[src/rtl/in_fifo_pkg.sv]
// Shared constants and helpers for the USB CDC IN-path byte FIFO.
package in_fifo_pkg;

  localparam int BYTE_W = 8;

  function automatic int ceil_log2(input int n);
    int r;
    r = 0;
    while ((1 << r) < n) r = r + 1;
    return r;
  endfunction

endpackage

[src/rtl/in_fifo_mem.sv]
// Storage array for in_fifo: one synchronous write port, one asynchronous read port.
module in_fifo_mem
  import in_fifo_pkg::*;
#(
  parameter int DEPTH      = 16,
  parameter int DATA_WIDTH = BYTE_W,
  parameter int ADDR_WIDTH = 4
) (
  input  logic                  clk_i,
  input  logic                  we_i,
  input  logic [ADDR_WIDTH-1:0] waddr_i,
  input  logic [DATA_WIDTH-1:0] wdata_i,
  input  logic [ADDR_WIDTH-1:0] raddr_i,
  output logic [DATA_WIDTH-1:0] rdata_o
);

  // Contents are intentionally not reset; the pointers alone define what is valid.
  logic [DATA_WIDTH-1:0] mem_q [DEPTH];

  always_ff @(posedge clk_i) begin
    if (we_i) mem_q[waddr_i] <= wdata_i;
  end

  assign rdata_o = mem_q[raddr_i];

endmodule

[src/rtl/in_fifo.sv]
// First-word-fall-through byte FIFO between the application IN stream and USB CDC.
// Define IN_FIFO_LEVEL_EN to add the registered occupancy output level_o.
module in_fifo
  import in_fifo_pkg::*;
#(
  parameter int DEPTH      = 16,
  parameter int DATA_WIDTH = BYTE_W,
  parameter int ADDR_WIDTH = ceil_log2(DEPTH)
) (
  input  logic                  clk_i,
  input  logic                  rstn_i,
  input  logic [DATA_WIDTH-1:0] in_data_i,
  input  logic                  in_valid_i,
  output logic                  in_ready_o,
  output logic [DATA_WIDTH-1:0] out_data_o,
  output logic                  out_valid_o,
  input  logic                  out_ready_i
`ifdef IN_FIFO_LEVEL_EN
  ,
  output logic [ADDR_WIDTH:0]   level_o
`endif
);

  localparam logic [ADDR_WIDTH:0] PTR_ONE = {{ADDR_WIDTH{1'b0}}, 1'b1};

  logic [ADDR_WIDTH:0]   wr_ptr_q, wr_ptr_d;
  logic [ADDR_WIDTH:0]   rd_ptr_q, rd_ptr_d;
  logic                  empty, full, push, pop;
  logic [DATA_WIDTH-1:0] rdata;

  // Extra MSB on each pointer separates full from empty when the indices match.
  assign empty = (wr_ptr_q == rd_ptr_q);
  assign full  = (wr_ptr_q[ADDR_WIDTH-1:0] == rd_ptr_q[ADDR_WIDTH-1:0]) &&
                 (wr_ptr_q[ADDR_WIDTH] != rd_ptr_q[ADDR_WIDTH]);

  assign in_ready_o  = ~full;
  assign out_valid_o = ~empty;
  assign push        = in_valid_i & ~full;
  assign pop         = out_ready_i & ~empty;

  always_comb begin
    wr_ptr_d = wr_ptr_q;
    rd_ptr_d = rd_ptr_q;
    if (push) wr_ptr_d = wr_ptr_q + PTR_ONE;
    if (pop)  rd_ptr_d = rd_ptr_q + PTR_ONE;
  end

  always_ff @(posedge clk_i or negedge rstn_i) begin
    if (!rstn_i) begin
      wr_ptr_q <= '0;
      rd_ptr_q <= '0;
    end else begin
      wr_ptr_q <= wr_ptr_d;
      rd_ptr_q <= rd_ptr_d;
    end
  end

  in_fifo_mem #(
    .DEPTH      (DEPTH),
    .DATA_WIDTH (DATA_WIDTH),
    .ADDR_WIDTH (ADDR_WIDTH)
  ) u_mem (
    .clk_i   (clk_i),
    .we_i    (push),
    .waddr_i (wr_ptr_q[ADDR_WIDTH-1:0]),
    .wdata_i (in_data_i),
    .raddr_i (rd_ptr_q[ADDR_WIDTH-1:0]),
    .rdata_o (rdata)
  );

  // Gated so the head reads as zero whenever nothing is stored, including after reset.
  assign out_data_o = empty ? '0 : rdata;

`ifdef IN_FIFO_LEVEL_EN
  logic [ADDR_WIDTH:0] level_q, level_d;

  always_comb begin
    level_d = level_q;
    if (push && !pop)      level_d = level_q + PTR_ONE;
    else if (pop && !push) level_d = level_q - PTR_ONE;
  end

  always_ff @(posedge clk_i or negedge rstn_i) begin
    if (!rstn_i) level_q <= '0;
    else         level_q <= level_d;
  end

  assign level_o = level_q;
`endif

endmodule

[config.mk]
export PLATFORM = sky130hd
export DESIGN_NAME = in_fifo
export DESIGN_NICKNAME = d
export VERILOG_FILES = /design/src/rtl/in_fifo_pkg.sv /design/src/rtl/in_fifo_mem.sv /design/src/rtl/in_fifo.sv
export SDC_FILE = /design/constraint.sdc
export NUM_CORES = 1
export LEC_CHECK = 0
export BUFFER_PORTS_ARGS = -buffer_cell sky130_fd_sc_hd__buf_2
export CAP_MARGIN = 10
export CORE_MARGIN = 1.5
export CORE_UTILIZATION = 50
export CTS_BUF_LIST = sky130_fd_sc_hd__clkbuf_16
export DETAILED_ROUTE_END_ITERATION = 7
export GPL_ROUTABILITY_DRIVEN = 0
export PLACE_DENSITY = 0.75
export SLEW_MARGIN = 40
export SYNTH_ARGS = -nofsm -noshare
export SYNTH_HDL_FRONTEND = slang
export SYNTH_HIERARCHICAL = 1
export SYNTH_SLANG_ARGS = --single-unit
[constraint.sdc]
create_clock -name clk_i -period 2.34 [get_ports clk_i]
set_clock_uncertainty 0.05 [all_clocks]
set_input_delay 0.234 -clock clk_i [delete_from_list [all_inputs] [get_ports clk_i]]
set_output_delay 0.234 -clock clk_i [all_outputs]
set_load 0.01 [all_outputs]
Yosys cells after proc, flatten, opt, wreduce, memory -nomap -nowiden
Memory sizes are Yosys's and may differ from the RTL's.
Index checks and enable logic that the tools add are counted.
{"block": "word_totals", "n_memories": 1, "word_cells": 16, "ramBits": 128, "out_inout_bits": 10, "register_bits": 10, "inputBits": 12}
{"name": "u_mem.mem_q", "words": 16, "word_bits": 8, "rd": 1, "rd_clocked_by_memory_dff": 0, "write_ports": 1, "line": "in_fifo_mem.sv:18", "text": "logic [DATA_WIDTH-1:0] mem_q [DEPTH];"}
{"block": "op_classes", "n_mux": 3, "reduce_logical": 1, "bitwise_logic": 4, "eq_ne": 3, "addsub": 2}
{"operator": "5-bit by 1-bit adder with 5-bit output (second input constant)", "n": 2}
{"operator": "8-bit two-way mux", "n": 1}
{"operator": "5-bit equality test", "n": 1}
{"operator": "4-bit equality test", "n": 1}
{"operator": "1-bit AND", "n": 2}
{"operator": "1-bit two-way mux", "n": 2}
{"operator": "1-bit inverter", "n": 2}
{"operator": "1-bit logical AND", "n": 1}
{"operator": "1-bit != test", "n": 1}

Logic depth before layout (Yosys ltp)
{"block": "logic_depth", "word_depth": 6, "ltp_mapped": 6, "mapped_depth_nobuf": 6}

Cells and area by module
The synthesis kept the hierarchy.
{"mod": "in_fifo_mem", "seq_area_each_um2": 3843.7, "area_per_inst_um2": 4987.3, "instances": 1, "cells_per_inst": 221}
{"mod": "in_fifo", "seq_area_each_um2": 250.2, "area_per_inst_um2": 655.6, "instances": 1, "cells_per_inst": 53}

Least setup slack after synthesis
Ideal clock, no wire load.
{"block": "synth_timing", "path_kind": "flip-flop to flip-flop", "start": "register wr_ptr_q[1]", "end": "memory u_mem/mem_q[0][0] (netlist name) (enable)", "path_buffers": 0, "t_arrival_ps": 2080, "path_stages_with_launch": 7, "setup_ps": 383, "synth_period_minus_slack_ps": 2513, "slack_ps": -173, "t_required_ps": 1907, "cell_sequence": "dfrtp_1 > xnor2_2 > nand4_4 > o21ai_2 > inv_1 > or3b_2 > nor3_1"}
{"block": "synth_between", "elab_chain_cells": 6}
{"element": "start, declared", "line": "in_fifo.sv:26", "text": "logic [ADDR_WIDTH:0] wr_ptr_q, wr_ptr_d;"}
{"element": "start signal, assigned", "line": "in_fifo.sv:53", "text": "wr_ptr_q <= wr_ptr_d;"}
{"element": "4-bit equality test", "line": "in_fifo.sv:33", "text": "assign full = (wr_ptr_q[ADDR_WIDTH-1:0] == rd_ptr_q[ADDR_WIDTH-1:0]) &&"}
{"element": "1-bit logical AND", "line": "in_fifo.sv:33"}
{"element": "1-bit inverter", "line": "in_fifo.sv:38", "text": "assign push = in_valid_i & ~full;"}
{"element": "1-bit AND", "line": "in_fifo.sv:38"}
{"element": "named net push", "line": "in_fifo.sv:28", "text": "logic empty, full, push, pop;"}
{"element": "1-bit two-way mux", "line": "in_fifo_mem.sv:21", "text": "if (we_i) mem_q[waddr_i] <= wdata_i;"}
{"element": "1-bit two-way mux (not written as such)", "line": "in_fifo_mem.sv:21"}
{"element": "end, declared", "line": "in_fifo_mem.sv:18"}
The timed path passes the listed nets, and every way through them passes these cells.

Final worst setup path
{"block": "layout_timing", "start": "register rd_ptr_q[0]", "end": "output port out_data_o[0]"}
{"block": "layout_between", "elab_chain_cells": 2, "elab_cells_between_ends": 3, "classes_between": "eq/ne (1); mux (1); memory (1)"}
{"element": "start, declared", "line": "in_fifo.sv:27", "text": "logic [ADDR_WIDTH:0] rd_ptr_q, rd_ptr_d;"}
{"element": "start signal, assigned", "line": "in_fifo.sv:54", "text": "rd_ptr_q <= rd_ptr_d;"}
{"element": "memory 16 x 8 bit"}
{"element": "named net rdata[0]", "line": "in_fifo.sv:29", "text": "logic [DATA_WIDTH-1:0] rdata;"}
{"element": "8-bit two-way mux", "line": "in_fifo.sv:72", "text": "assign out_data_o = empty ? '0 : rdata;"}
{"element": "end, declared", "line": "in_fifo.sv:15", "text": "output logic [DATA_WIDTH-1:0] out_data_o,"}
The timed path passes the listed nets, and every way through them passes these cells.

==> results.toml <==
[global_routing]
track_usage_pct = 21.1
grt-ovfl-total = 0
grt_pass1_wl_mm = 17.3
antenna_found_initial = 0
grt_max_degree = 36
first_global_vias = 2942

[logic_synthesis]
synth_top_family_by_area = "multiplexers"
synthTopCellsByArea = "edfxtp_1 (68%), mux4_2 (7.2%), mux4_1 (6.5%)"
yosysWarnings = 6
synth_fa_ha_area_share_pct = 0.443
synthArstFlopShare_pct = 7.25
synth-seq-cells = 138
seq_area_frac_synth_pct = 72.5
synth_xor_area_share_pct = 2.71
synth-compound-area-share_pct = 3.22
synth-main-ff-cell = "edfxtp_1"
ys_types = 33
synth_edf_count = 128
yosysMostFrequentCell = "edfxtp_1"
synth_common_cells = "edfxtp_1 (128), mux4_2 (18), a22oi_1 (16), mux4_1 (14), nor2_1 (13)"
syn_inst = 274
yosys.area_share.simple_pct = 5.19
synth.top_cell.area_share_pct = 68.1
synth_top_cell_by_area = "edfxtp_1"
synthMuxAreaShare_pct = 14.1
synth.avg_cell_area_um2 = 20.6
syn-num-nets = 288
syn_area_um2 = 5640

[setup_path]
startpoint = "rd_ptr_q[0]"
rr_worst_depth = 7
crit_path_start_kind = "flop"
timing.rr.start = "rd_ptr_q[0]"
critPathArrivalTime_ns = 2.26
cp_cell_sequence = "buf_12 -> mux4_1 -> a22oi_2 -> nand2_1 -> and2_4 -> buf_2"
end_kind = "output port"
r2r_setup_slack_ns = 0.08
cp_slowest_cell = "mux4_1"
crit_type = "reg2out"
cp.required_ns = 2.06
path_max_fanout = 14
rr_endpoint = "u_mem/mem_q[13][1]"
max_stage_delay_ns = 0.60

[timing]
max_slew_margin_pct = 45.7
finalHoldViolCount = 0
period_share_pct = 109
timing.final.max_slew_violations = 0
worst_pin_slew_ns = 0.811
fmax_mhz = 393
setup_slack_ns = -0.204
rsz0062_at_grt = "yes"
final-setup-viol-count = 8
layout_min_cycle_time_ns = 2.54

[detailed_routing]
drtAntennaViolNets = 0
wl_per_cell_um = 23.3
wl_mm = 11.2
drt_iter0_drc = 220
vias = 2828
firstDrtPassIters = 4
drc_errors = 0
vias_per_cell = 5.88

[clock_network]
path_clk_slew_ns = 0.06
htree_levels = 4
clock-root-buffer = "clkbuf_16"
clk_latency_ns = 0.41
cts_tree = "yes"
cts.sinks = 138
cts-buffers-inserted = 17
clock_path_buffers = 2

[floorplan]
die_x_um = 109
die_y_um = 109
core.rowCount = 38
core_region_area_um2 = 10900
start_util_pct = 51.6
dieArea_um2 = 11900
io_pins = 22

[worst_hold_path]
hp-start = "out_ready_i"
worstHoldPathCells = 3
hp-class = "in2reg"
worstHoldEndpoint = "rd_ptr_q[3]"

[power_and_ir_drop]
leakagePower_nw = 2.30
ir_worst_vdd_v = 0.000791
power_density_nw_per_um2 = 1360
p_total_mw = 9.12

[job]
maxCapViolCount = 0

[cells_and_area]
final_nets = 342
drive_gt1_share_pct = 39.0
diodes = 0
syn_to_final_growth_pct = 19.2
n_fill_cell = 763

[run_status]
status = "finished, violations left"
failed_checks = "setup timing"

[placed_design]
hpwl_mm = 6.59
numPortBuffers = 21
pre_cts_slack_ns = 0.101
## layout make-up
class,instances,area [um2],share of cell area (%)
multi-input combinational,124,1500,22.3
timing repair buffer,46,337,5.00
sequential,138,4100,60.9
clock inverter,15,188,2.79
tap,140,175,2.60
inverter,1,3.75,0.0558
clock buffer,17,425,6.32
## critical path, delay by kind of cell (launching register included)
family	cells	cell delay, ns
muxes	1	0.60
DFF	1	0.45
buffers and inverters	2	0.32
AOI/OAI and AO/OA	1	0.26
and+or+nand+nor	2	0.22
## layer usage
metal / vias up / wire [um] / GRT usage [%]
met5: - / 0 / 0
met4: 0 / 111 / 8.53
met3: 12 / 707 / 4.60
met2: 95 / 5670 / 32.9
met1: 1482 / 4700 / 29.2
li1: 1239 / - / -
## what timing repair did
action,in CTS,in global routing
hold endpoints to repair,10,0
resized for setup,16,4
cloned,1,0
pin swaps,1,1
endpoints found under the setup margin,8,8
buffers inserted,2,1
hold buffers,1,0
## kinds of logic (layout without fill, tap and decap cells)
group | count (synthesis) | count (layout)
AO/OA/AOI/OAI | 24 | 24
XOR/XNOR | 14 | 14
adder cells (fa/ha/maj) | 2 | 2
buffers and inverters | 12 | 79
flip-flops | 138 | 138
multiplexers | 34 | 34
AND/OR/NAND/NOR | 50 | 50
## layout by cell type (no fill, tap or decap), types with 9 or more instances in the layout
cell,count
a22oi_2,9
buf_2,20
buf_4,20
clkbuf_16,17
dfrtp_1,9
edfxtp_1,128
mux4_1,10
mux4_2,22
nand2_1,9
xnor2_1,9
## worst max-delay path by stage
| stage | depth (start not counted) | endpoint |
|---|---|---|
| 2_1_floorplan | 6 | u_mem/mem_q[2][0] |
| 3_3_place_gp | 6 | u_mem/mem_q[11][3] |
| 3_5_place_dp | 6 | out_data_o[0] |
| 4_1_cts | 6 | out_data_o[0] |
| 5_1_grt | 6 | out_data_o[0] |
| 6_report | 6 | out_data_o[0] |
## state kept, by name, indices dropped and copies added, names as in the netlist
name,count
u_mem/mem_q,128
rd_ptr_q,5
wr_ptr_q,5
## stage by stage
step,TNS (ns),utilization [%],instances,instance area (um2),hold slack (ns)
2_1_floorplan,0,-,274,5650,-0.112
3_3_place_gp,0,54.9,445,6000,0.0542
3_5_place_dp,0,55.0,445,6010,0.0577
4_1_cts,-1.34,61.6,481,6740,0.0835
5_1_grt,-1.80,61.5,481,6730,0.0923
6_report,-1.24,61.5,481,6730,0.0897
## where the power goes
group | total, mW | switching, mW | internal [mW] | leakage (nW)
combinational | 3.18 | 1.60 | 1.58 | 0.733
clock | 2.75 | 1.05 | 1.70 | 0.293
sequential | 3.19 | 0.157 | 3.03 | 1.27
Power figures use the tool's default switching activity.
